## config.mk

```make
export PLATFORM = sky130hd
export DESIGN_NAME = seg_scan_driver_flat
export DESIGN_NICKNAME = d
export VERILOG_FILES = /design/src/rtl/seg_scan_driver_if.sv /design/src/rtl/seg_scan_driver.sv /design/src/flat_wrapper.sv
export SDC_FILE = /design/constraint.sdc
export NUM_CORES = 1
export LEC_CHECK = 0
export CAP_MARGIN = 20
export CORE_AREA = 2 2 115 117
export CTS_CLUSTER_DIAMETER = 60
export DETAILED_ROUTE_END_ITERATION = 8
export DIE_AREA = 0 0 117 119
export DONT_BUFFER_PORTS = 1
export PLACE_DENSITY = 0.57
export SLEW_MARGIN = 20
export SYNTH_ARGS = -nofsm -noshare
export SYNTH_HDL_FRONTEND = slang
export SYNTH_SLANG_ARGS = --single-unit
```

## constraint.sdc

```tcl
create_clock -name clk -period 4.5 [get_ports clk]
set_input_delay 0.9 -clock clk [delete_from_list [all_inputs] [get_ports clk]]
set_output_delay 0.9 -clock clk [all_outputs]
set_load 0.01 [all_outputs]
```

## src/rtl/seg_scan_driver_if.sv

```systemverilog
//------------------------------------------------------------------------------
// Module  : seg_scan_driver_if
// Brief   : Register-side and pin-side signal bundle of the 7-segment scanner.
// Revision: 1.0 - initial release
//------------------------------------------------------------------------------
`default_nettype none

interface seg_scan_driver_if #(
    parameter int DIGITS = 8,
    parameter int SEL_W  = 3
);
    logic                  en;
    logic [4*DIGITS-1:0]   data;
    logic [DIGITS-1:0]     dp;
    logic [DIGITS-1:0]     blank;
    logic [DIGITS-1:0]     an;
    logic [6:0]            seg;
    logic                  seg_dp;
    logic [SEL_W-1:0]      sel;
    logic                  frame_done;

    modport master (
        output en, data, dp, blank,
        input  an, seg, seg_dp, sel, frame_done
    );

    modport slave (
        input  en, data, dp, blank,
        output an, seg, seg_dp, sel, frame_done
    );
endinterface

`default_nettype wire

```

## src/rtl/seg_scan_driver.sv

```systemverilog
//------------------------------------------------------------------------------
// Module  : seg_scan_driver
// Brief   : Multiplexed 7-segment scanner with guard interval, blanking,
//           leading-zero suppression and per-frame input snapshot.
// Revision: 1.0 - initial release
//------------------------------------------------------------------------------
`default_nettype none

module seg_scan_driver #(
    parameter int DIGITS      = 8,
    parameter int SEL_W       = 3,
    parameter int DIV         = 50000,
    parameter int GUARD       = 4,
    parameter int AN_LOW      = 1,
    parameter int SEG_LOW     = 1,
    parameter int LZ_SUPPRESS = 1
) (
    input  wire                 clk,
    input  wire                 reset_n,
    seg_scan_driver_if.slave    io_bus
);

    localparam int c_CNT_MAX = (DIV > GUARD) ? DIV : GUARD;
    localparam int c_CNT_W   = (c_CNT_MAX > 1) ? $clog2(c_CNT_MAX) : 1;

    localparam logic [c_CNT_W-1:0] c_DIV_LAST   = c_CNT_W'(DIV - 1);
    localparam logic [c_CNT_W-1:0] c_GUARD_LAST = c_CNT_W'((GUARD > 0) ? GUARD - 1 : 0);
    localparam logic [SEL_W-1:0]   c_SEL_LAST   = SEL_W'(DIGITS - 1);
    localparam logic [DIGITS-1:0]  c_AN_INV     = (AN_LOW != 0)  ? '1 : '0;
    localparam logic [6:0]         c_SEG_INV    = (SEG_LOW != 0) ? 7'h7F : 7'h00;
    localparam logic               c_DP_INV     = (SEG_LOW != 0);
    localparam logic [DIGITS-1:0]  c_AN_ONE     = {{(DIGITS-1){1'b0}}, 1'b1};

    localparam logic [1:0] c_S_IDLE  = 2'd0;
    localparam logic [1:0] c_S_SHOW  = 2'd1;
    localparam logic [1:0] c_S_GUARD = 2'd2;

    // Segment order {g,f,e,d,c,b,a}, logical 1 = lit
    function automatic logic [6:0] f_dec7(input logic [3:0] nib);
        logic [6:0] v;
        case (nib)
            4'h0: v = 7'b0111111;  4'h1: v = 7'b0000110;
            4'h2: v = 7'b1011011;  4'h3: v = 7'b1001111;
            4'h4: v = 7'b1100110;  4'h5: v = 7'b1101101;
            4'h6: v = 7'b1111101;  4'h7: v = 7'b0000111;
            4'h8: v = 7'b1111111;  4'h9: v = 7'b1101111;
            4'hA: v = 7'b1110111;  4'hB: v = 7'b1111100;
            4'hC: v = 7'b0111001;  4'hD: v = 7'b1011110;
            4'hE: v = 7'b1111001;  default: v = 7'b1110001;
        endcase
        return v;
    endfunction

    logic [1:0]             r_state;
    logic [SEL_W-1:0]       r_sel;
    logic [c_CNT_W-1:0]     r_cnt;
    logic [4*DIGITS-1:0]    r_snap_data;
    logic [DIGITS-1:0]      r_snap_dp;
    logic [DIGITS-1:0]      r_snap_blank;
    logic [DIGITS-1:0]      r_an;
    logic [6:0]             r_seg;
    logic                   r_seg_dp;
    logic                   r_frame_done;

    logic [1:0]             w_state_nxt;
    logic [SEL_W-1:0]       w_sel_nxt;
    logic [c_CNT_W-1:0]     w_cnt_nxt;
    logic                   w_load;
    logic                   w_fd_nxt;
    logic [4*DIGITS-1:0]    w_snap_data;
    logic [DIGITS-1:0]      w_snap_dp;
    logic [DIGITS-1:0]      w_snap_blank;
    logic [DIGITS-1:0]      w_sup;
    logic                   w_run;
    logic                   w_lit;
    logic [3:0]             w_nib;
    logic [DIGITS-1:0]      w_an_nxt;
    logic [6:0]             w_seg_nxt;
    logic                   w_dp_nxt;

    // State register, snapshot and output registers
    always_ff @(posedge clk or negedge reset_n) begin
        if (!reset_n) begin
            r_state      <= c_S_IDLE;
            r_sel        <= '0;
            r_cnt        <= '0;
            r_snap_data  <= '0;
            r_snap_dp    <= '0;
            r_snap_blank <= '0;
            r_an         <= c_AN_INV;
            r_seg        <= c_SEG_INV;
            r_seg_dp     <= c_DP_INV;
            r_frame_done <= 1'b0;
        end else begin
            r_state      <= w_state_nxt;
            r_sel        <= w_sel_nxt;
            r_cnt        <= w_cnt_nxt;
            r_snap_data  <= w_snap_data;
            r_snap_dp    <= w_snap_dp;
            r_snap_blank <= w_snap_blank;
            r_an         <= w_an_nxt ^ c_AN_INV;
            r_seg        <= w_seg_nxt ^ c_SEG_INV;
            r_seg_dp     <= w_dp_nxt ^ c_DP_INV;
            r_frame_done <= w_fd_nxt;
        end
    end

    // Next-state logic; the snapshot is loaded whenever SHOW is entered for digit 0
    always_comb begin
        w_state_nxt = r_state;
        w_sel_nxt   = r_sel;
        w_cnt_nxt   = r_cnt;
        w_load      = 1'b0;
        w_fd_nxt    = 1'b0;
        if (!io_bus.en) begin
            w_state_nxt = c_S_IDLE;
            w_sel_nxt   = '0;
            w_cnt_nxt   = '0;
        end else begin
            case (r_state)
                c_S_IDLE: begin
                    w_state_nxt = c_S_SHOW;
                    w_sel_nxt   = '0;
                    w_cnt_nxt   = '0;
                    w_load      = 1'b1;
                end
                c_S_SHOW: begin
                    if (r_cnt == c_DIV_LAST) begin
                        w_cnt_nxt = '0;
                        w_sel_nxt = (r_sel == c_SEL_LAST) ? '0 : r_sel + 1'b1;
                        w_fd_nxt  = (r_sel == c_SEL_LAST);
                        if (GUARD == 0) begin
                            w_state_nxt = c_S_SHOW;
                            w_load      = (r_sel == c_SEL_LAST);
                        end else begin
                            w_state_nxt = c_S_GUARD;
                        end
                    end else begin
                        w_cnt_nxt = r_cnt + 1'b1;
                    end
                end
                c_S_GUARD: begin
                    if (r_cnt == c_GUARD_LAST) begin
                        w_state_nxt = c_S_SHOW;
                        w_cnt_nxt   = '0;
                        w_load      = (r_sel == '0);
                    end else begin
                        w_cnt_nxt = r_cnt + 1'b1;
                    end
                end
                default: begin
                    w_state_nxt = c_S_IDLE;
                    w_sel_nxt   = '0;
                    w_cnt_nxt   = '0;
                end
            endcase
        end
    end

    // Output logic, evaluated on next-cycle values so the pins line up with the state
    always_comb begin
        w_snap_data  = w_load ? io_bus.data  : r_snap_data;
        w_snap_dp    = w_load ? io_bus.dp    : r_snap_dp;
        w_snap_blank = w_load ? io_bus.blank : r_snap_blank;

        w_sup = '0;
        w_run = 1'b1;
        if (LZ_SUPPRESS != 0) begin
            for (int i = DIGITS - 1; i >= 1; i--) begin
                w_run    = w_run & (w_snap_data[4*i +: 4] == 4'h0) & ~w_snap_dp[i];
                w_sup[i] = w_run;
            end
        end

        w_nib     = w_snap_data[{w_sel_nxt, 2'b00} +: 4];
        w_lit     = (w_state_nxt == c_S_SHOW) &&
                    !(w_snap_blank[w_sel_nxt] || w_sup[w_sel_nxt]);
        w_an_nxt  = w_lit ? (c_AN_ONE << w_sel_nxt) : '0;
        w_seg_nxt = w_lit ? f_dec7(w_nib) : 7'h00;
        w_dp_nxt  = w_lit & w_snap_dp[w_sel_nxt];
    end

    assign io_bus.an         = r_an;
    assign io_bus.seg        = r_seg;
    assign io_bus.seg_dp     = r_seg_dp;
    assign io_bus.sel        = r_sel;
    assign io_bus.frame_done = r_frame_done;

endmodule

`default_nettype wire

```

## src/flat_wrapper.sv

```systemverilog
// flat-port wrapper written by rule: the top's interface ports become plain ports
module seg_scan_driver_flat 
#(
    parameter int DIGITS      = 8,
    parameter int SEL_W       = 3,
    parameter int DIV         = 50000,
    parameter int GUARD       = 4,
    parameter int AN_LOW      = 1,
    parameter int SEG_LOW     = 1,
    parameter int LZ_SUPPRESS = 1
)
  (clk, reset_n, io_bus_en, io_bus_data, io_bus_dp, io_bus_blank, io_bus_an, io_bus_seg, io_bus_seg_dp, io_bus_sel, io_bus_frame_done);
  seg_scan_driver_if #(.DIGITS(DIGITS), .SEL_W(SEL_W)) io_bus_i ();
  input  wire clk;
  input  wire reset_n;
  input wire logic [$bits(io_bus_i.en)-1:0] io_bus_en;
  input wire logic [$bits(io_bus_i.data)-1:0] io_bus_data;
  input wire logic [$bits(io_bus_i.dp)-1:0] io_bus_dp;
  input wire logic [$bits(io_bus_i.blank)-1:0] io_bus_blank;
  output wire logic [$bits(io_bus_i.an)-1:0] io_bus_an;
  output wire logic [$bits(io_bus_i.seg)-1:0] io_bus_seg;
  output wire logic [$bits(io_bus_i.seg_dp)-1:0] io_bus_seg_dp;
  output wire logic [$bits(io_bus_i.sel)-1:0] io_bus_sel;
  output wire logic [$bits(io_bus_i.frame_done)-1:0] io_bus_frame_done;
  assign io_bus_i.en = io_bus_en;
  assign io_bus_i.data = io_bus_data;
  assign io_bus_i.dp = io_bus_dp;
  assign io_bus_i.blank = io_bus_blank;
  assign io_bus_an = io_bus_i.an;
  assign io_bus_seg = io_bus_i.seg;
  assign io_bus_seg_dp = io_bus_i.seg_dp;
  assign io_bus_sel = io_bus_i.sel;
  assign io_bus_frame_done = io_bus_i.frame_done;
  seg_scan_driver #(.DIGITS(DIGITS), .SEL_W(SEL_W), .DIV(DIV), .GUARD(GUARD), .AN_LOW(AN_LOW), .SEG_LOW(SEG_LOW), .LZ_SUPPRESS(LZ_SUPPRESS)) u_core (.clk(clk), .reset_n(reset_n), .io_bus(io_bus_i));
endmodule
```

### Yosys cells after proc, flatten, opt, wreduce, memory -nomap -nowiden

Memory sizes are Yosys's and may differ from the RTL's.
Index checks and enable logic that the tools add are counted.

* mux-type cells: 29
* add/sub/neg operators: 2
* order comparisons: 1
* shifts and indexed selects: 2
* bitwise operators: 24
* equality and inequality tests: 6
* reduce and logical (&&, ||, !) cells: 12

Operators by type and width (count)
* 16-bit two-way mux: 3
* 32-bit two-way mux: 1
* 16-bit one-hot mux with 2 select lines: 1
* 32-bit by 6-bit indexed part select with 4-bit output: 1
* 4-bit zero test: 7
* 8-bit two-way mux: 3
* 16-bit by 1-bit adder with 16-bit output, second input constant: 1
* 16-bit equality test, second input constant: 1
* 16-bit by 2-bit equality test with 1-bit output, second input constant: 1
* 1-bit bitwise AND: 14
* 1-bit binary-select mux with 3-bit select: 3
* 3-bit two-way mux: 3
* 1-bit two-way mux: 8
* 1-bit inverter: 8
* 8-bit inverter: 1
* 1-bit by 3-bit left shift with 8-bit output, first input constant: 1
* 7-bit two-way mux: 1
* 7-bit inverter: 1
* 2-bit two-way mux: 3
* 2-bit one-hot mux with 3 select lines: 1
* 3-bit one-hot mux with 2 select lines: 1
* 2-bit by 1-bit equality test with 1-bit output, second input constant: 2
* 3-bit by 4-bit < comparator with 1-bit output, second input constant: 1
* 3-bit by 1-bit adder with 3-bit output, second input constant: 1
* 8 further kinds: 8

* bits of input ports: 51
* memories kept: 1
* ROM bits: 112
* register bits after elaboration: 86

Memory list
* (name not given): words 16, width 7, rd ports 1, clocked after memory_dff 0, wr ports 0, line seg_scan_driver.sv:41 `case (nib)`

### Logic depth before layout (Yosys ltp)

Gate-level depths: netlist of run 1.

* depth in word-level cells: 26
* gate-level depth with buffers: 18

### Worst setup path after synthesis of run 1

No wires, ideal clock.

* path type: input-to-reg
* from: in io_bus_en
* to: reg u_core.r_seg[3] (netlist: u_core.io_bus.seg[3])
* buffers on the path: 4
* setup slack: 0.840 ns
* arrival: 3.574 ns
* cell stages on the path: 15
* library setup time: 0.086 ns
* path through: nand4_1 > o21ai_4 > buf_6 > buf_6 > buf_6 > buf_4 > mux2_2 > a22oi_1 > o311ai_0 > a21boi_1 > inv_1 > ha_1 > inv_1 > mux4_2 > nand2b_4

* elaborated cells on any way between the ends: 45
* classes of those cells: 1 x eq/ne; 1 x shift; 11 x mux; 21 x bitwise; 10 x reduce/logical; 1 x memory

RTL lines
* start: declaration: line flat_wrapper.sv:16 `input wire logic [$bits(io_bus_i.en)-1:0] io_bus_en;`
* 1-bit two-way mux *: line seg_scan_driver.sv:115 `if (!io_bus.en) begin`
* 32-bit two-way mux *: line seg_scan_driver.sv:162 `w_snap_data = w_load ? io_bus.data : r_snap_data;`
* via u_core.w_snap_data[5]: line seg_scan_driver.sv:70 `logic [4*DIGITS-1:0] w_snap_data;`
* branches (longest 8 deep; another with memory read 16 x 7 bit)
* 7-bit two-way mux *: line seg_scan_driver.sv:179 `w_seg_nxt = w_lit ? f_dec7(w_nib) : 7'h00;`
* 7-bit inverter (no line) *
* end signal: assignment: line seg_scan_driver.sv:91 `r_seg <= c_SEG_INV;`
* end signal: assignment: line seg_scan_driver.sv:102 `r_seg <= w_seg_nxt ^ c_SEG_INV;`
* end: declaration: line seg_scan_driver.sv:61 `logic [6:0] r_seg;`

Mark *: on every way through the listed nets, which the timed path passes. The select of a mux whose other input is x is not followed.

### Worst setup path in the final report of run 1

* from: reg u_core.r_cnt[11]
* to: reg u_core.r_seg[3] (netlist: u_core.io_bus.seg[3])

* cells in the longest elaborated chain, start to end: 26
* elaborated cells on any way between the ends: 54
* classes of those cells: 3 x eq/ne; 1 x shift; 18 x mux; 21 x bitwise; 10 x reduce/logical; 1 x memory

Ends and longest elaborated chain
* start: declaration: line seg_scan_driver.sv:56 `logic [c_CNT_W-1:0] r_cnt;`
* start signal: assignment: line seg_scan_driver.sv:97 `r_cnt <= w_cnt_nxt;`
* 16-bit by 2-bit equality test with 1-bit output: line seg_scan_driver.sv:143 `if (r_cnt == c_GUARD_LAST) begin`
* 1-bit two-way mux: line seg_scan_driver.sv:143
* 1-bit one-hot mux with 2 select lines: line seg_scan_driver.sv:120 `case (r_state)`
* 1-bit two-way mux: line seg_scan_driver.sv:115
* 32-bit two-way mux / 8-bit two-way mux (equally long branches): line seg_scan_driver.sv:162, seg_scan_driver.sv:163
* 4-bit zero test / 1-bit inverter (equally long branches): line seg_scan_driver.sv:170 `w_run = w_run & (w_snap_data[4*i +: 4] == 4'h0) & ~w_snap_dp[i];`
* 1-bit bitwise AND (13 in a row): line seg_scan_driver.sv:170
* 1-bit binary-select mux with 3-bit select: line seg_scan_driver.sv:177 `!(w_snap_blank[w_sel_nxt] || w_sup[w_sel_nxt]);`
* 1-bit two-way mux (implied by the code): line seg_scan_driver.sv:177
* 1-bit logical OR: line seg_scan_driver.sv:177
* 1-bit zero test: line seg_scan_driver.sv:177
* 1-bit logical AND: line seg_scan_driver.sv:176 `w_lit = (w_state_nxt == c_S_SHOW) &&`
* 7-bit two-way mux *: line seg_scan_driver.sv:179
* 7-bit inverter (no line) *

Mark *: on every way between the ends. The rest lies on a longest branch, timed or not. The select of a mux whose other input is x is not followed.

==> results of run 1 <==
## sequential cells by signal (all words and copies together) (netlist names), 2 cells and up
| name | count |
|---|---|
| u_core.r_snap_data | 32 |
| u_core.r_cnt | 16 |
| u_core.io_bus.an | 8 |
| u_core.r_snap_blank | 8 |
| u_core.r_snap_dp | 8 |
| u_core.io_bus.seg | 7 |
| u_core.io_bus.sel | 3 |
| u_core.r_state | 2 |
## layer usage
layer / up-vias / track usage (%) / routed length, um / part of all wire [%]
met5: - / 0 / 0 / 0
li1: 1480 / - / - / -
met2: 81 / 25.1 / 5200 / 48
met3: 10 / 6.26 / 786 / 7.2
met1: 1512 / 21.9 / 4760 / 44
met4: 0 / 4.04 / 98 / 0.90
## critical path, stage by stage (launching register included)
cell and delay [ps]:
sky130_fd_sc_hd__dfrtp_1 450, sky130_fd_sc_hd__nor4_4 360, sky130_fd_sc_hd__nand4_2 370, sky130_fd_sc_hd__mux2i_4 330
sky130_fd_sc_hd__nor2_2 320, sky130_fd_sc_hd__inv_2 70, sky130_fd_sc_hd__nor2_2 350, sky130_fd_sc_hd__nand2_1 110
sky130_fd_sc_hd__o2111a_1 160, sky130_fd_sc_hd__a31oi_1 210, sky130_fd_sc_hd__inv_1 150, sky130_fd_sc_hd__ha_1 300
sky130_fd_sc_hd__inv_1 50, sky130_fd_sc_hd__mux4_2 440, sky130_fd_sc_hd__nand2b_4 150
## cells by family (layout without fill, tap and decap cells)
| family | Yosys count | count (layout) | synth area share [%] |
|---|---|---|---|
| flops | 86 | 86 | 47.5 |
| simple gates | 139 | 139 | 16.0 |
| mux | 64 | 64 | 15.8 |
| fa+ha+maj | 14 | 14 | 3.83 |
| buf+inv | 41 | 48 | 5.03 |
| xor+xnor | 16 | 16 | 3.06 |
| compound gates | 52 | 52 | 8.80 |
## per-stage QoR
stage	hold slack, ps	setup slack [ps]	instances	instance area, um2
finish	244	633	595	5040
global route	224	313	595	5040
CTS	235	639	595	5040
detailed placement	449	660	579	4730
global placement	437	781	579	4730
floorplan	425	840	412	4580
## power breakdown
| group | total [mW] | internal [mW] | switching, mW |
|---|---|---|---|
| clock | 0.765 | 0.462 | 0.302 |
| combinational | 0.280 | 0.127 | 0.153 |
| sequential | 0.884 | 0.854 | 0.0298 |
| total | 1.93 | 1.44 | 0.485 |
## cell type report
class / instances / area (um2)
inverters: 24 / 90.1
well taps: 176 / 220
fillers: 1252 / 7840
multi-input cells: 285 / 2170
clock inverters: 4 / 52.6
clock buffers: 12 / 256
repair buffers: 8 / 72.6
flip-flops and latches: 86 / 2170
## synth_stat cells (all sizes together), types with 6 or more instances
cell / number / area, um2
dfrtp: 70 / 1750
nor2: 49 / 189
mux2: 43 / 488
nand3: 24 / 120
inv: 23 / 86.3
nand2: 21 / 78.8
mux2i: 20 / 213
dfstp: 16 / 420
ha: 14 / 175
buf: 13 / 125
nor3: 13 / 70.1
xor2: 10 / 87.6
a21oi: 9 / 45.0
and3: 6 / 37.5
nand4: 6 / 50.0
nor4: 6 / 67.6
o21ai: 6 / 41.3
xnor2: 6 / 52.6
## worst min path at each step
stage	to	slack [ps]
4_1_cts	u_core.r_snap_data[27]	240
3_3_place_gp	u_core.r_cnt[0]	440
6_report	u_core.r_snap_data[18]	240
3_5_place_dp	u_core.r_cnt[0]	450
5_1_grt	u_core.r_snap_data[0]	220
2_1_floorplan	u_core.r_cnt[0]	430
==> qor.txt, run 1 <==
======================================================================================
Top Ports                                                                           71
Worst R2R Setup Slack                                                           630 ps
Inserted Diodes                                                                      0
Via count of the first global-routing pass                                        3179
Final setup TNS                                                                   0 ps
TritonCTS clock tree                                                              done
Number of nets in the synthesized netlist                                          477
Root Buffer                                                               sky130_fd_sc_hd__clkbuf_16
Number of DRC violations after detailed routing                                      0
Leakage                                                                        2.07 nW
PnR Total Power                                                                1.93 mW
Count of input and output buffers                                                    0
Required time at the worst-slack endpoint                                      4770 ps
Wire length per cell                                                           18.2 um
Detailed placement HPWL                                                        8.05 mm
Post-synthesis sequential element count                                             86
Routed wire length                                                             10.8 mm
Quantity of hold-fixing buffers added after cts                                      0
Clock slew at the register clock pins of the worst setup and hold paths          70 ps
Rel. slew slack                                                                  53.8%
Part of the cycle the worst path needs                                           85.9%
Unrepaired setup endpoints after global routing                                  false
Crit path max fanout                                                                12
Post-CTS Setup Repair Bufs                                                           0
Num rows                                                                            42
Clock Tree Buf Depth                                                                 2
Number of unique standard cell types used by synthesis                              61
Max_cap viols                                                                        0
Worst-Skew Late Latency                                                         350 ps
Global-route usage over all layers                                               16.4%
Total clock buffers created by CTS                                                   9
Post-synthesis cell area                                                      4580 um2
Hold Fails Final Rpt                                                                 0
Vias after detailed routing                                                       3083
Placer's final routability congestion estimate                                   0.860
Number of cells on the worst reg-to-reg path                                        14
Slew at the pin with the worst max-slew slack                                   693 ps
Max Fclk                                                                       259 MHz
Type of the setup path with the least slack                               register to register
Most used flip-flop cell after synthesis                                  sky130_fd_sc_hd__dfrtp_1
Minimum clock period                                                           3870 ps
Most used cells in the layout excluding fill and tap cells                70 x sky130_fd_sc_hd__dfrtp_1, 47 x sky130_fd_sc_hd__nor2_1, 40 x sky130_fd_sc_hd__mux2_2
Setup-failing EPs final                                                              0
Crit. End Element                                                             register
Status                                                                    complete, no violations
Number of enable flip-flop cells after synthesis                                     0
Reg-to-reg endpoint                                                       u_core.io_bus.seg[3]
Initial detailed-routing violation count                                           215
Global-route wire length before repair                                         17.3 mm
Yosys Warn Count                                                                     0
Share of flip-flops with an asynchronous set or reset                             100%
Power per standard cell area                                                383 nW/um2
Register area share after synthesis                                              47.5%
Count of instances resized after the clock tree is built                             0
Final slew viol count                                                                0
Crit path launch                                                          u_core.r_cnt[11]
Hold crit path type                                                       primary input to async pin
DIE AREA                                                                     13900 um2
Crit start category                                                           register
Number of H-tree levels                                                              3
Number of antenna-violating nets in the routed design                                0
Total congestion overflow after global routing                                       0
Most common cell after layout, fill and taps aside                        sky130_fd_sc_hd__dfrtp_1
Synthesis-to-finish area growth                                                  10.1%
Peak ir drop on the vdd network                                                 158 uV
Post-synthesis average cell area                                              11.1 um2
Final core occ                                                                   39.1%
End point of the critical path                                            u_core.io_bus.seg[3]
Origin of the critical flop-to-flop path                                  u_core.r_cnt[11]
Via count normalized by instance count                                            5.18
Net total in the final layout                                                      479
Initial antenna violation count                                                      0
Arrival time at the worst endpoint                                             4140 ps
DIE HEIGHT                                                                      119 um
Proportion of layout cells with a drive suffix above 1                           23.2%
Total clock sinks                                                                   86
Detailed-router iteration count before antenna repair                                4
Number of instances in the synthesized netlist                                     412
Initial Util                                                                     35.5%
Die Wd                                                                          117 um
Core footprint                                                               12900 um2
Pin count of the biggest net entering global routing                                87
Maximum clock skew at final layout                                             11.6 ps
======================================================================================
(Power assumes the default switching activity.)
==> run 2, diff against run 1 <==
==> constraint.sdc (replaced) <==
create_clock -name clk -period 4.5 [get_ports clk]
set_input_delay 0.225 -clock clk [delete_from_list [all_inputs] [get_ports clk]]
set_output_delay 0.225 -clock clk [all_outputs]
set_load 0.01 [all_outputs]
==> qor.txt, run 2 (synthesized netlist as in run 1, its figures left out) <==
======================================================================================
Status                                                                    complete, no violations
Required time at the worst-slack endpoint                                      4770 ps
Clock slew at the register clock pins of the worst setup and hold paths          60 ps
Via count of the first global-routing pass                                        3191
Slew at the pin with the worst max-slew slack                                   746 ps
Non-Filler Instances                                                               597
Filler cell count in the final layout                                             1293
Part of the cycle the worst path needs                                           88.0%
Crit path max fanout                                                                12
Clock Tree Buf Depth                                                                 2
Proportion of layout cells with a drive suffix above 1                           23.3%
Inserted Diodes                                                                      0
Highest cell delay on the worst timing path                                     440 ps
Minimum clock period                                                           3960 ps
Maximum clock skew at final layout                                             14.3 ps
Net total in the final layout                                                      481
Top cell family by delay on the critical path                             simple AND/OR/NAND/NOR gates
Num rows                                                                            42
Rel. slew slack                                                                  50.3%
Final slew viol count                                                                0
Largest register by flop count                                            u_core.r_snap_data
Core footprint                                                               12900 um2
Total clock buffers created by CTS                                                   9
Crit. End Element                                                             register
Final worst setup slack                                                         540 ps
Global-route wire length before repair                                         17.4 mm
Setup-failing EPs final                                                              0
Unrepaired setup endpoints after global routing                                  false
Pin count of the biggest net entering global routing                                87
Wire length per cell                                                           18.4 um
Placer's final routability congestion estimate                                   0.861
Final setup TNS                                                                   0 ps
Max FFs per register                                                                32
Initial detailed-routing violation count                                           212
PnR Total Power                                                                1.88 mW
Top flop regs                                                             u_core.r_snap_data (32), u_core.r_cnt (16)
Worst R2R Setup Slack                                                           540 ps
Hold Fails Final Rpt                                                                 0
Power per standard cell area                                                373 nW/um2
Quantity of hold-fixing buffers added after cts                                      2
Vias after detailed routing                                                       3176
Most used cells in the layout excluding fill and tap cells                70 x sky130_fd_sc_hd__dfrtp_1, 47 x sky130_fd_sc_hd__nor2_1, 40 x sky130_fd_sc_hd__mux2_2
Most common cell after layout, fill and taps aside                        sky130_fd_sc_hd__dfrtp_1
Cell at the slowest stage of the critical path                            sky130_fd_sc_hd__dfrtp_1
Hold crit path type                                                       primary input to register
Routed wire length                                                             11.0 mm
Total congestion overflow after global routing                                       0
Global-route usage over all layers                                               16.5%
Area occupied by registers                                                    2170 um2
Worst path bufs/invs                                                                 3
Critical path cell sequence                                               nor4_4 -> nand4_2 -> mux2i_4 -> nor2_2 -> inv_2 -> nor2_2 -> a22oi_1 -> o311ai_0 -> a21boi_1 -> inv_1 -> ha_1 -> inv_1 -> mux4_2 -> nand2b_4
Initial Util                                                                     35.5%
Number of H-tree levels                                                              3
TritonCTS clock tree                                                              done
Count of input and output buffers                                                    0
DIE HEIGHT                                                                      119 um
DIE AREA                                                                     13900 um2
Initial antenna violation count                                                      0
Via count normalized by instance count                                            5.32
Crit start category                                                           register
Die Wd                                                                          117 um
Detailed-router iteration count before antenna repair                                4
Worst-Skew Late Latency                                                         350 ps
Max_cap viols                                                                        0
Worst setup slack after placement                                               589 ps
Count of instances resized after the clock tree is built                             0
DP Area                                                                       4730 um2
Area of the multi-input gates                                                 2170 um2
Root Buffer                                                               sky130_fd_sc_hd__clkbuf_16
Total clock sinks                                                                   86
Top Ports                                                                           71
Number of DRC violations after detailed routing                                      0
Leakage                                                                        2.07 nW
Post-CTS Setup Repair Bufs                                                           0
Placed Instances                                                                   579
Detailed placement HPWL                                                        8.07 mm
Type of the setup path with the least slack                               register to register
Peak ir drop on the vdd network                                                 170 uV
Summed area of non-filler cells in the final layout                           5040 um2
Synthesis-to-finish area growth                                                  10.2%
Number of antenna-violating nets in the routed design                                0
Arrival time at the worst endpoint                                             4230 ps
Max Fclk                                                                       253 MHz
======================================================================================
-- run 2: cell types whose count changed in the layout (fill, tap and decap cells not counted) --
cell                            change
sky130_fd_sc_hd__buf_16             +1
sky130_fd_sc_hd__bufinv_16          -1
sky130_fd_sc_hd__clkbuf_8           -1
sky130_fd_sc_hd__clkinv_2           +1
sky130_fd_sc_hd__clkinv_4           -1
sky130_fd_sc_hd__clkinvlp_4         +2
sky130_fd_sc_hd__dlygate4sd3_1      +1
-- run 2: where the power goes --
| part | switching [mW] | total [mW] | internal, mW | leakage, nW |
|---|---|---|---|---|
| combinational | 0.168 | 0.299 | 0.131 | 0.899 |
| clock | 0.310 | 0.699 | 0.389 | 0.132 |
| sequential | 0.0302 | 0.885 | 0.854 | 1.04 |
-- run 2: worst register-to-register path: cells and delay by family (launching register included) --
family,cells,cell delay (ps)
compound gates,3,550
flops,1,440
simple gates,5,1600
buf+inv,3,230
fa+ha+maj,1,290
mux,2,780
-- run 2: per-stage QoR --
step | utilization [%] | hold slack, ps
floorplan | - | -70.6
global placement | 36.7 | -67.1
detailed placement | 36.7 | -67.1
CTS | 39.2 | 33.0
global route | 39.2 | 48.1
finish | 39.2 | 44.2
-- run 2: final timing paths --
| path | from | endpoint | cells after the start |
|---|---|---|---|
| min in group asynchronous | reset_n | u_core.r_snap_data[0] | 2 |
| max | u_core.r_cnt[10] | u_core.io_bus.seg[3] | 14 |
| max in group asynchronous | reset_n | u_core.io_bus.an[6] | 2 |
| min | io_bus_en | u_core.io_bus.frame_done | 2 |
| max reg2reg | u_core.r_cnt[10] | u_core.io_bus.seg[3] | 14 |
| min reg2reg | u_core.r_cnt[0] | u_core.r_cnt[0] | 1 |
-- run 2: per-layer routing --
| metal | wire [um] | up-vias | share of wire (%) | GRT usage (%) |
|---|---|---|---|---|
| li1 | - | 1487 | - | - |
| met1 | 4680 | 1597 | 43 | 21.4 |
| met2 | 5290 | 82 | 48 | 25.9 |
| met3 | 813 | 10 | 7.4 | 5.34 |
| met4 | 172 | 0 | 1.6 | 5.37 |
| met5 | 0 | - | 0 | 0 |
-- run 2: area by class of cell --
class	instances	area share, %
Sequential cell	86	43.1
Clock buffer	11	4.81
Multi-Input combinational cell	285	43.1
Clock inverter	5	0.670
Inverter	24	1.79
Timing Repair Buffer	10	2.18
Tap cell	176	4.37
==> run 3, diff against run 2 <==
- clock period: 4.5 -> 4.4 ns (I/O delays scaled with it)
==> qor.txt, run 3 (synthesized netlist as in run 1, its figures left out) <==
======================================================================================
Switching portion of total power                                                 25.4%
Switching power total                                                         0.498 mW
Core footprint                                                               12900 um2
TritonCTS clock tree                                                              done
Area of the multi-input gates                                                 2180 um2
Arrival time at the worst endpoint                                             4180 ps
Crit start category                                                           register
Largest register by flop count                                            u_core.r_snap_data
Cell depth of the worst min-delay path                                               2
Part of the total power dissipated in the clock network                          38.6%
Root Buffer                                                               sky130_fd_sc_hd__clkbuf_16
Maximum clock skew at final layout                                             9.94 ps
Setup-failing EPs final                                                              0
Die Wd                                                                          117 um
DIE HEIGHT                                                                      119 um
Required time at the worst-slack endpoint                                      4650 ps
Most common cell after layout, fill and taps aside                        sky130_fd_sc_hd__dfrtp_1
Via count normalized by instance count                                            5.33
Final slew viol count                                                                0
Critical path cell sequence                                               nor4_4 -> nand4_2 -> mux2i_4 -> nor2_4 -> inv_2 -> nor2_2 -> nand2_1 -> o2111a_1 -> a31oi_1 -> buf_4 -> inv_1 -> ha_1 -> inv_1 -> mux4_2 -> nand2b_4
Most used cells in the layout excluding fill and tap cells                70 x sky130_fd_sc_hd__dfrtp_1, 47 x sky130_fd_sc_hd__nor2_1, 40 x sky130_fd_sc_hd__mux2_2
Via count of the first global-routing pass                                        3187
DIE AREA                                                                     13900 um2
Internal power contribution                                                    1.46 mW
Minimum clock period                                                           3930 ps
Initial detailed-routing violation count                                           213
Final setup TNS                                                                   0 ps
Top flop regs                                                             u_core.r_snap_data (32), u_core.r_cnt (16)
Placed Instances                                                                   579
Number of H-tree levels                                                              3
Crit path max fanout                                                                14
Total clock sinks                                                                   86
Share of power burned in combinational logic                                     15.1%
Power per standard cell area                                                386 nW/um2
Cell at the slowest stage of the critical path                            sky130_fd_sc_hd__mux4_2
Net total in the final layout                                                      481
Clock slew at the register clock pins of the worst setup and hold paths          60 ps
Part of the cycle the worst path needs                                           89.4%
Proportion of layout cells with a drive suffix above 1                           22.8%
Non-Filler Instances                                                               597
Inserted Diodes                                                                      0
Worst setup slack after placement                                               282 ps
Peak ir drop on the vdd network                                                 164 uV
Clock Tree Buf Depth                                                                 2
Hold crit path type                                                       primary input to register
Initial Util                                                                     35.5%
Routed wire length                                                             10.9 mm
Worst hold margin                                                              27.9 ps
Highest cell delay on the worst timing path                                     450 ps
Worst path bufs/invs                                                                 4
Global-route wire length before repair                                         17.2 mm
Wire length per cell                                                           18.3 um
Number of DRC violations after detailed routing                                      0
Count of input and output buffers                                                    0
Worst R2R Setup Slack                                                           470 ps
Vias after detailed routing                                                       3183
Total congestion overflow after global routing                                       0
Pin count of the biggest net entering global routing                                87
Max FFs per register                                                                32
Slew at the pin with the worst max-slew slack                                   885 ps
Worst-Skew Late Latency                                                         340 ps
Placer's final routability congestion estimate                                   0.806
Area occupied by registers                                                    2170 um2
Crit. End Element                                                             register
Final core occ                                                                   39.4%
Most frequent CP cell                                                     sky130_fd_sc_hd__inv_1
Top cell family by delay on the critical path                             simple AND/OR/NAND/NOR gates
Global-route usage over all layers                                               16.2%
Num rows                                                                            42
Total clock buffers created by CTS                                                   9
Leakage                                                                        2.08 nW
Top Ports                                                                           71
Rel. slew slack                                                                  40.6%
Filler cell count in the final layout                                             1225
Number of cells on the worst reg-to-reg path                                        15
Number of antenna-violating nets in the routed design                                0
Cell count along the critical path                                                  15
Detailed-router iteration count before antenna repair                                4
Detailed placement HPWL                                                        7.95 mm
Max_cap viols                                                                        0
Unrepaired setup endpoints after global routing                                  false
Status                                                                    complete, no violations
Initial antenna violation count                                                      0
Max Fclk                                                                       254 MHz
Hold Fails Final Rpt                                                                 0
Proportion of power drawn by flip-flops and latches                              46.3%
Post-CTS Setup Repair Bufs                                                           0
Final worst setup slack                                                         468 ps
Type of the setup path with the least slack                               register to register
Synthesis-to-finish area growth                                                  10.8%
======================================================================================
==> run 3: path summary, 6_finish.rpt <==
kind | start | endpoint
min in group asynchronous | reset_n | u_core.r_snap_data[0]
max | u_core.r_cnt[10] | u_core.io_bus.seg[3]
min reg2reg | u_core.r_cnt[0] | u_core.r_cnt[0]
min | io_bus_en | u_core.io_bus.frame_done
max in group asynchronous | reset_n | u_core.io_bus.seg_dp
max reg2reg | u_core.r_cnt[10] | u_core.io_bus.seg[3]
==> run 3: power groups by stage <==
stage                     clock [mW]  sequential, mW  combinational (mW)
final                          0.755           0.906               0.296
after global routing           0.811           0.915               0.327
after CTS                      0.777           0.907               0.299
after detailed placement           0           0.921               0.277
after global placement             0           0.918               0.274
after floorplan                    0           0.910               0.221
==> run 3: cell type report <==
class | instances | share of cell area (%)
Sequential cell | 86 | 42.9
Tap cell | 176 | 4.34
Multi-Input combinational cell | 285 | 43.0
Inverter | 24 | 1.78
Clock inverter | 2 | 0.222
Clock buffer | 14 | 5.65
Timing Repair Buffer | 10 | 2.17
==> run 3: repair_timing <==
item                       CTS  global route
setup endpoints to repair    0             2
resized for setup            0             1
hold endpoints to repair    86             0
hold buffers                 2             0
==> run 3: metrics by stage <==
stage | cell area, um2 | power [mW]
finish | 5070 | 1.96
global route | 5070 | 2.05
CTS | 5060 | 1.98
detailed placement | 4730 | 1.20
global placement | 4730 | 1.19
floorplan | 4580 | 1.13
==> run 3: layer usage <==
layer  up-vias  GRT usage (%)  wire [um]
li1       1496              -          -
met4         0           4.04        104
met2        85           25.7       5320
met3        10           5.45        729
met5         -              0          0
met1      1592           21.4       4780
